==> config.mk <==
export PLATFORM = sky130hd
export DESIGN_NAME = id_ex_stage
export DESIGN_NICKNAME = d
export VERILOG_FILES = /design/src/rtl/id_ex_stage.sv
export SDC_FILE = /design/constraint.sdc
export NUM_CORES = 1
export LEC_CHECK = 0
export CAP_MARGIN = 25
export CORE_ASPECT_RATIO = 1.5
export CORE_MARGIN = 2
export CORE_UTILIZATION = 36
export CTS_CLUSTER_SIZE = 12
export DETAILED_ROUTE_END_ITERATION = 8
export PLACE_DENSITY = 0.77
export SETUP_SLACK_MARGIN = 0.02
export SLEW_MARGIN = 20
export SYNTH_ARGS = -nofsm -noshare
export SYNTH_HDL_FRONTEND = slang
export SYNTH_SLANG_ARGS = --single-unit
==> constraint.sdc <==
create_clock -name clkIn -period 1.45 [get_ports clkIn]
set_input_delay 0.29 -clock clkIn [delete_from_list [all_inputs] [get_ports clkIn]]
set_output_delay 0.29 -clock clkIn [all_outputs]
set_load 0.02 [all_outputs]
==> src/rtl/id_ex_stage.sv <==
// ID/EX pipeline register with write-back bypass, load-use stall insertion and flush.
// Data1/Data2 come straight from the register file, which only commits on the clock edge.
module id_ex_stage #(
   parameter int CTRL_W   = 8,
   parameter int LOAD_LAT = 1
) (
   input  logic              clkIn,
   input  logic              resetIn,
   input  logic              validIn,
   input  logic [31:0]       pcIn,
   input  logic [4:0]        rs1In,
   input  logic [4:0]        rs2In,
   input  logic              useRs1In,
   input  logic              useRs2In,
   input  logic [4:0]        rdIn,
   input  logic [31:0]       immIn,
   input  logic              regWriteIn,
   input  logic              memReadIn,
   input  logic [CTRL_W-1:0] ctrlIn,
   input  logic [31:0]       Data1In,
   input  logic [31:0]       Data2In,
   input  logic [4:0]        wbRdIn,
   input  logic [31:0]       wbDataIn,
   input  logic              wbWriteIn,
   input  logic              flushIn,
   output logic              stallOut,
   output logic              validOut,
   output logic [31:0]       pcOut,
   output logic [31:0]       immOut,
   output logic [31:0]       Data1Out,
   output logic [31:0]       Data2Out,
   output logic [4:0]        rs1Out,
   output logic [4:0]        rs2Out,
   output logic [4:0]        rdOut,
   output logic              regWriteOut,
   output logic              memReadOut,
   output logic [CTRL_W-1:0] ctrlOut
);

   typedef enum logic {IDLE, STALL} state_t;

   state_t            state_q;
   logic [3:0]        cnt_q;
   logic              valid_q, reg_write_q, mem_read_q;
   logic [31:0]       pc_q, imm_q, data1_q, data2_q;
   logic [4:0]        rs1_q, rs2_q, rd_q;
   logic [CTRL_W-1:0] ctrl_q;

   logic        hazard;
   logic        latch;
   logic [31:0] d1, d2;

   // The register file writes on the same edge we capture, so forward the write-back value.
   assign d1 = (wbWriteIn && (wbRdIn == rs1In)) ? wbDataIn : Data1In;
   assign d2 = (wbWriteIn && (wbRdIn == rs2In)) ? wbDataIn : Data2In;

   assign hazard = validIn & valid_q & mem_read_q & ~flushIn &
                   ((useRs1In & (rd_q == rs1In)) | (useRs2In & (rd_q == rs2In)));

   assign stallOut = ((state_q == IDLE) & hazard) | ((state_q == STALL) & ~flushIn);

   // Anything that is not a clean capture of a real instruction enters EX as an all-zero bubble.
   assign latch = (state_q == IDLE) & ~flushIn & ~hazard & validIn;

   always_ff @(posedge clkIn or negedge resetIn) begin
      if (!resetIn) begin
         state_q     <= IDLE;
         cnt_q       <= '0;
         valid_q     <= 1'b0;
         pc_q        <= '0;
         imm_q       <= '0;
         data1_q     <= '0;
         data2_q     <= '0;
         rs1_q       <= '0;
         rs2_q       <= '0;
         rd_q        <= '0;
         reg_write_q <= 1'b0;
         mem_read_q  <= 1'b0;
         ctrl_q      <= '0;
      end else begin
         valid_q     <= latch;
         pc_q        <= latch ? pcIn       : '0;
         imm_q       <= latch ? immIn      : '0;
         data1_q     <= latch ? d1         : '0;
         data2_q     <= latch ? d2         : '0;
         rs1_q       <= latch ? rs1In      : '0;
         rs2_q       <= latch ? rs2In      : '0;
         rd_q        <= latch ? rdIn       : '0;
         reg_write_q <= latch ? regWriteIn : 1'b0;
         mem_read_q  <= latch ? memReadIn  : 1'b0;
         ctrl_q      <= latch ? ctrlIn     : '0;

         case (state_q)
            IDLE: begin
               if (hazard) begin
                  cnt_q <= 4'(LOAD_LAT - 1);
                  if (LOAD_LAT > 1)
                     state_q <= STALL;
               end
            end
            STALL: begin
               if (flushIn) begin
                  cnt_q   <= '0;
                  state_q <= IDLE;
               end else begin
                  cnt_q <= cnt_q - 4'd1;
                  if (cnt_q == 4'd1)
                     state_q <= IDLE;
               end
            end
            default: begin
               state_q <= IDLE;
               cnt_q   <= '0;
            end
         endcase
      end
   end

   assign validOut    = valid_q;
   assign pcOut       = pc_q;
   assign immOut      = imm_q;
   assign Data1Out    = data1_q;
   assign Data2Out    = data2_q;
   assign rs1Out      = rs1_q;
   assign rs2Out      = rs2_q;
   assign rdOut       = rd_q;
   assign regWriteOut = reg_write_q;
   assign memReadOut  = mem_read_q;
   assign ctrlOut     = ctrl_q;

endmodule

# After elaboration in Yosys (flattened, before gate mapping)
# Cells that the tools add are included.
[word_totals]
reg_bits = 159
out_inout_bits = 155
[op_classes]
add_sub_neg = 1
eq_ne = 6
mux = 18
bitwise_logic = 16
n_reduce_logical = 2
[op_table]
columns = ["op", "n"]
rows = [
  ["$mux 32", 6],
  ["$eq 5x5->1", 4],
  ["$mux 5", 3],
  ["$and 1x1->1", 11],
  ["$mux 4", 2],
  ["$mux 8", 1],
  ["$pmux 4 s2", 1],
  ["$mux 1", 5],
  ["$eq 4x1->1 const B", 1],
  ["$sub 4x1->4 const B", 1],
  ["$not 1->1", 3],
  ["$logic_and 1x1->1", 2],
  ["$ne 2x2->1 const B", 1],
  ["$or 1x1->1", 2],
]

# Longest topological paths before layout
[logic_depth]
depth_word = 8
ltp_mapped = 6
mapped_depth_nobuf = 4

# Least setup slack after synthesis
# No wires, ideal clock.
[synth_path]
path_kind = "reg-to-output"
from = "register mem_read_q (netlist: memReadOut)"
to = "output stallOut"
arrival_ns = 1.423
t_required_ns = 1.160
slack_ns = -0.263
path_stages_with_launch = 6
path_cell_list = "dfrtp_1 and4b_1 nand3_1 o22ai_2 buf_2 nand2b_1"
[synth_between]
elab_chain_cells = 5
[synth_lines]
columns = ["item", "line", "source"]
rows = [
  ["start: declaration", "44", "logic valid_q, reg_write_q, mem_read_q;"],
  ["start signal: assignment", "90", "mem_read_q <= latch ? memReadIn : 1'b0;"],
  ["$and 1x1->1 (3 in series)", "57", "assign hazard = validIn & valid_q & mem_read_q & ~flushIn &"],
  ["$and 1x1->1", "60", "assign stallOut = ((state_q == IDLE) & hazard) | ((state_q == STALL) & ~flushIn);"],
  ["$or 1x1->1", "60", ""],
  ["end: declaration", "26", "output logic stallOut,"],
]
# Every way passes these cells.

# Worst setup path in the final report
# Same ends and word-level chain as after synthesis.

==> impl_results.md <==
- Outcome: finished, violations left
- Failing checks: setup timing
- Total Routing Usage GR: 0.282
- Classification of the worst-slack hold path: in2async
- Most frequent cell after synthesis: dfrtp_1
- Reg-to-reg setup timing slack: -0.41 ns
- Detailed-route vias per instance: 5.19
- Die Height: around 170 um
- Ratio of cells with drive above 1 in the final layout: 0.235
- Critical Path Source Type: flip-flop
- Pin count of the biggest net entering global routing: 41
- Area overhead of the layout relative to synthesis: 85.7%
- Cell count after synthesis: roughly 640
- Antenna violations before repair: 0
- Detail-routed net length per standard cell: 21.5 um
- Commonest cells in the netlist: dfrtp_1, inv_1, nor3_1, nand3_1, o21ai_0
- CTS buffer count: 17
- Worst vdd rail ir drop: 0.574 mV
- Remaining routing DRC violations: 0
- Number of inserted diodes: 0
- Core Footprint: about 18,000 sq um
- Worst slew margin relative to its limit: 0.749
- FMAX: 506 MHz
- Deepest clock path buffer count: 2
- H-tree depth reported by CTS: 4
- Commonest register cell after synthesis: dfrtp_1
- Post-detailed-route count of antenna-violating nets: 0
- Total number of yosys warnings: 0
- Max Cap Viol: 0
- Vias in the first global route: 7,045
- Synth top area share: 0.588
- RD Place Congestion: around 0.87
- RSZ-0062 raised after global routing: true
- Arrival @ worst endpoint: 1.69 ns
- Post-synthesis sequential area ratio: 0.588
- Slowest-stage cell, CP: dfrtp_1
- NumNets Final: 1,250
- Flop and latch count out of synthesis: between 150 and 200
- Clock slew at the register clock pins of the worst setup and hold paths: ~0.060 ns
- Util after Layout: 0.680
- Horizontal die dimension: 116 um
- Detailed Place HPWL: 17,500 um
- Number of pins with negative max-slew slack in the final report: 0
- Syn nets: 843
- Ordered cell list for the critical path: and4b_1, nand3_2, o22ai_4, nand2b_4, buf_6
- Ranking of synthesized cells by area: dfrtp_1, nor3_1, a211oi_1
- Row Count: 61
- Crit-path max cell delay: 0.38 ns
- Dominant cell type by area after synthesis: dfrtp_1
- Post-layout minimum cycle time: 1.98 ns
- Mapped Area: 6770 sq um
- Clock sink total: 159
- Final setup violation count: 161
- Critical path buffer and inverter count: 1
- Count of non-filler cells in the finished layout: between 1,000 and 1,500
- Critical path capture point type: output pin
- Latest clock arrival within the worst-skew pair: 0.44 ns
- Number of hold-slack violations in the final timing report: 0
- Leakage: 5.68 nW
- Fin Clk Skew: about 0.0042 ns
- Required @ worst endpoint: 1.16 ns
- Power density cells: 894 nW/um^2
- Wire length of the first global-routing pass: slightly above 40,000 um
- Mean instance size in the synthesized netlist: 10.5 sq um
- Measured slew at the worst slew-check pin: 0.377 ns
- Cell class contributing the biggest share of worst-path delay: simple AND/OR/NAND/NOR gates
- Initial drt markers: 455
- Hold slack final: 0.330 ns
- Fraction of synthesis flops using an asynchronous set or reset pin: 1.00
- Total Wirelength: ~28,000 um
- Via count of the routed design: 6,826
- Setup TNS: -51.34 ns
- Overall die area: 19,900 sq um
- Final period utilization: 1.36
- Placed Cells: 1,243
- Number of synthesized flops with an enable pin: 0
- Critical path class: reg2out
- Total overflow reported by the global router: 0
- DRT Pass-1 Iters: 7
- Worst Path Max Fanout: 2
- Fin worst setup slack: -0.526 ns
- CTS root buffer: clkbuf_16
- Initial core utilization: 0.366
- Number of top-level pins: 352
- Clock tree from TritonCTS: done
- Port Buf Inserts: 351
- Distinct cell type count of the synthesized netlist: 27
where the power goes:
| part | switching [mW] | internal (mW) |
|---|---|---|
| clock | 1.88 | 2.63 |
| combinational | 0.995 | 1.06 |
| sequential | 0.0570 | 4.61 |
sequential cells by signal, summed over array words and instances (netlist names):
register,flops
Data1Out,32
Data2Out,32
cnt_q,4
ctrlOut,8
immOut,32
memReadOut,1
pcOut,32
rdOut,5
regWriteOut,1
rs1Out,5
rs2Out,5
state_q,1
validOut,1
layout make-up:
type | instances | area, sq um
sequential | 159 | 3990
timing repair buffer | 450 | 4930
clock buffer | 20 | 457
inverter | 93 | 349
tap | 252 | 315
fill | 1370 | 5910
clock inverter | 11 | 133
multi-input combinational | 330 | 2400
cells by family after synthesis:
| kind of cell | count (synthesis) | synth area share |
|---|---|---|
| and+or+nand+nor | 172 | 0.138 |
| DFF | 159 | 0.588 |
| buffers and inverters | 155 | 0.108 |
| AOI/OAI and AO/OA | 134 | 0.134 |
| xor gates and xnor gates | 22 | 0.0285 |
| adders and majority gates | 2 | 0.00370 |
cell usage in the layout (no fill, tap or decap), types with 19 or more instances in the layout:
master and instances:
clkdlybuf4s50_1 191, dfrtp_1 154, inv_1 93, clkdlybuf4s15_1 85, nor3_1 75, nand3_1 64, o21ai_0 61, buf_4 45
a211oi_2 35, dlygate4sd2_1 32, a211oi_1 27, buf_12 25, clkbuf_2 23, clkbuf_16 19
stage by stage:
stage               cell area [sq um]  total power, mW  setup WS (ns)
floorplan                        6790             5.45         -0.113
global placement                10900             6.72         -0.866
detailed placement              10900             6.75         -0.906
CTS                             12300             11.2         -0.468
global route                    12600             11.6         -0.591
finish                          12600             11.2         -0.526
per-layer routing:
layer,GRT usage,share of wire
met1,0.332,0.37
met2,0.476,0.52
met3,0.0610,0.066
met4,0.151,0.049
met5,0,0
final timing paths:
kind / start / to / cells past startpoint
worst min register to register: cnt_q[0] / cnt_q[0] / 1
min in group clkIn: rdIn[3] / rdOut[3] / 3
worst max-delay path: memReadOut / stallOut / 5
worst max register to register: memReadOut / Data1Out[8] / 9
worst min-delay path: resetIn / Data2Out[20] / 2
max in group asynchronous: resetIn / Data1Out[8] / 3
timing repair:
action,4_1_cts,5_1_grt
setup buffers,17,5
gates resized for setup,306,120
gates cloned,19,2
endpoints found under the setup margin,313,243
pin swaps,5,3
endpoints found under the hold margin,28,0
hold buffers,1,0
(Power assumes the default switching activity.)
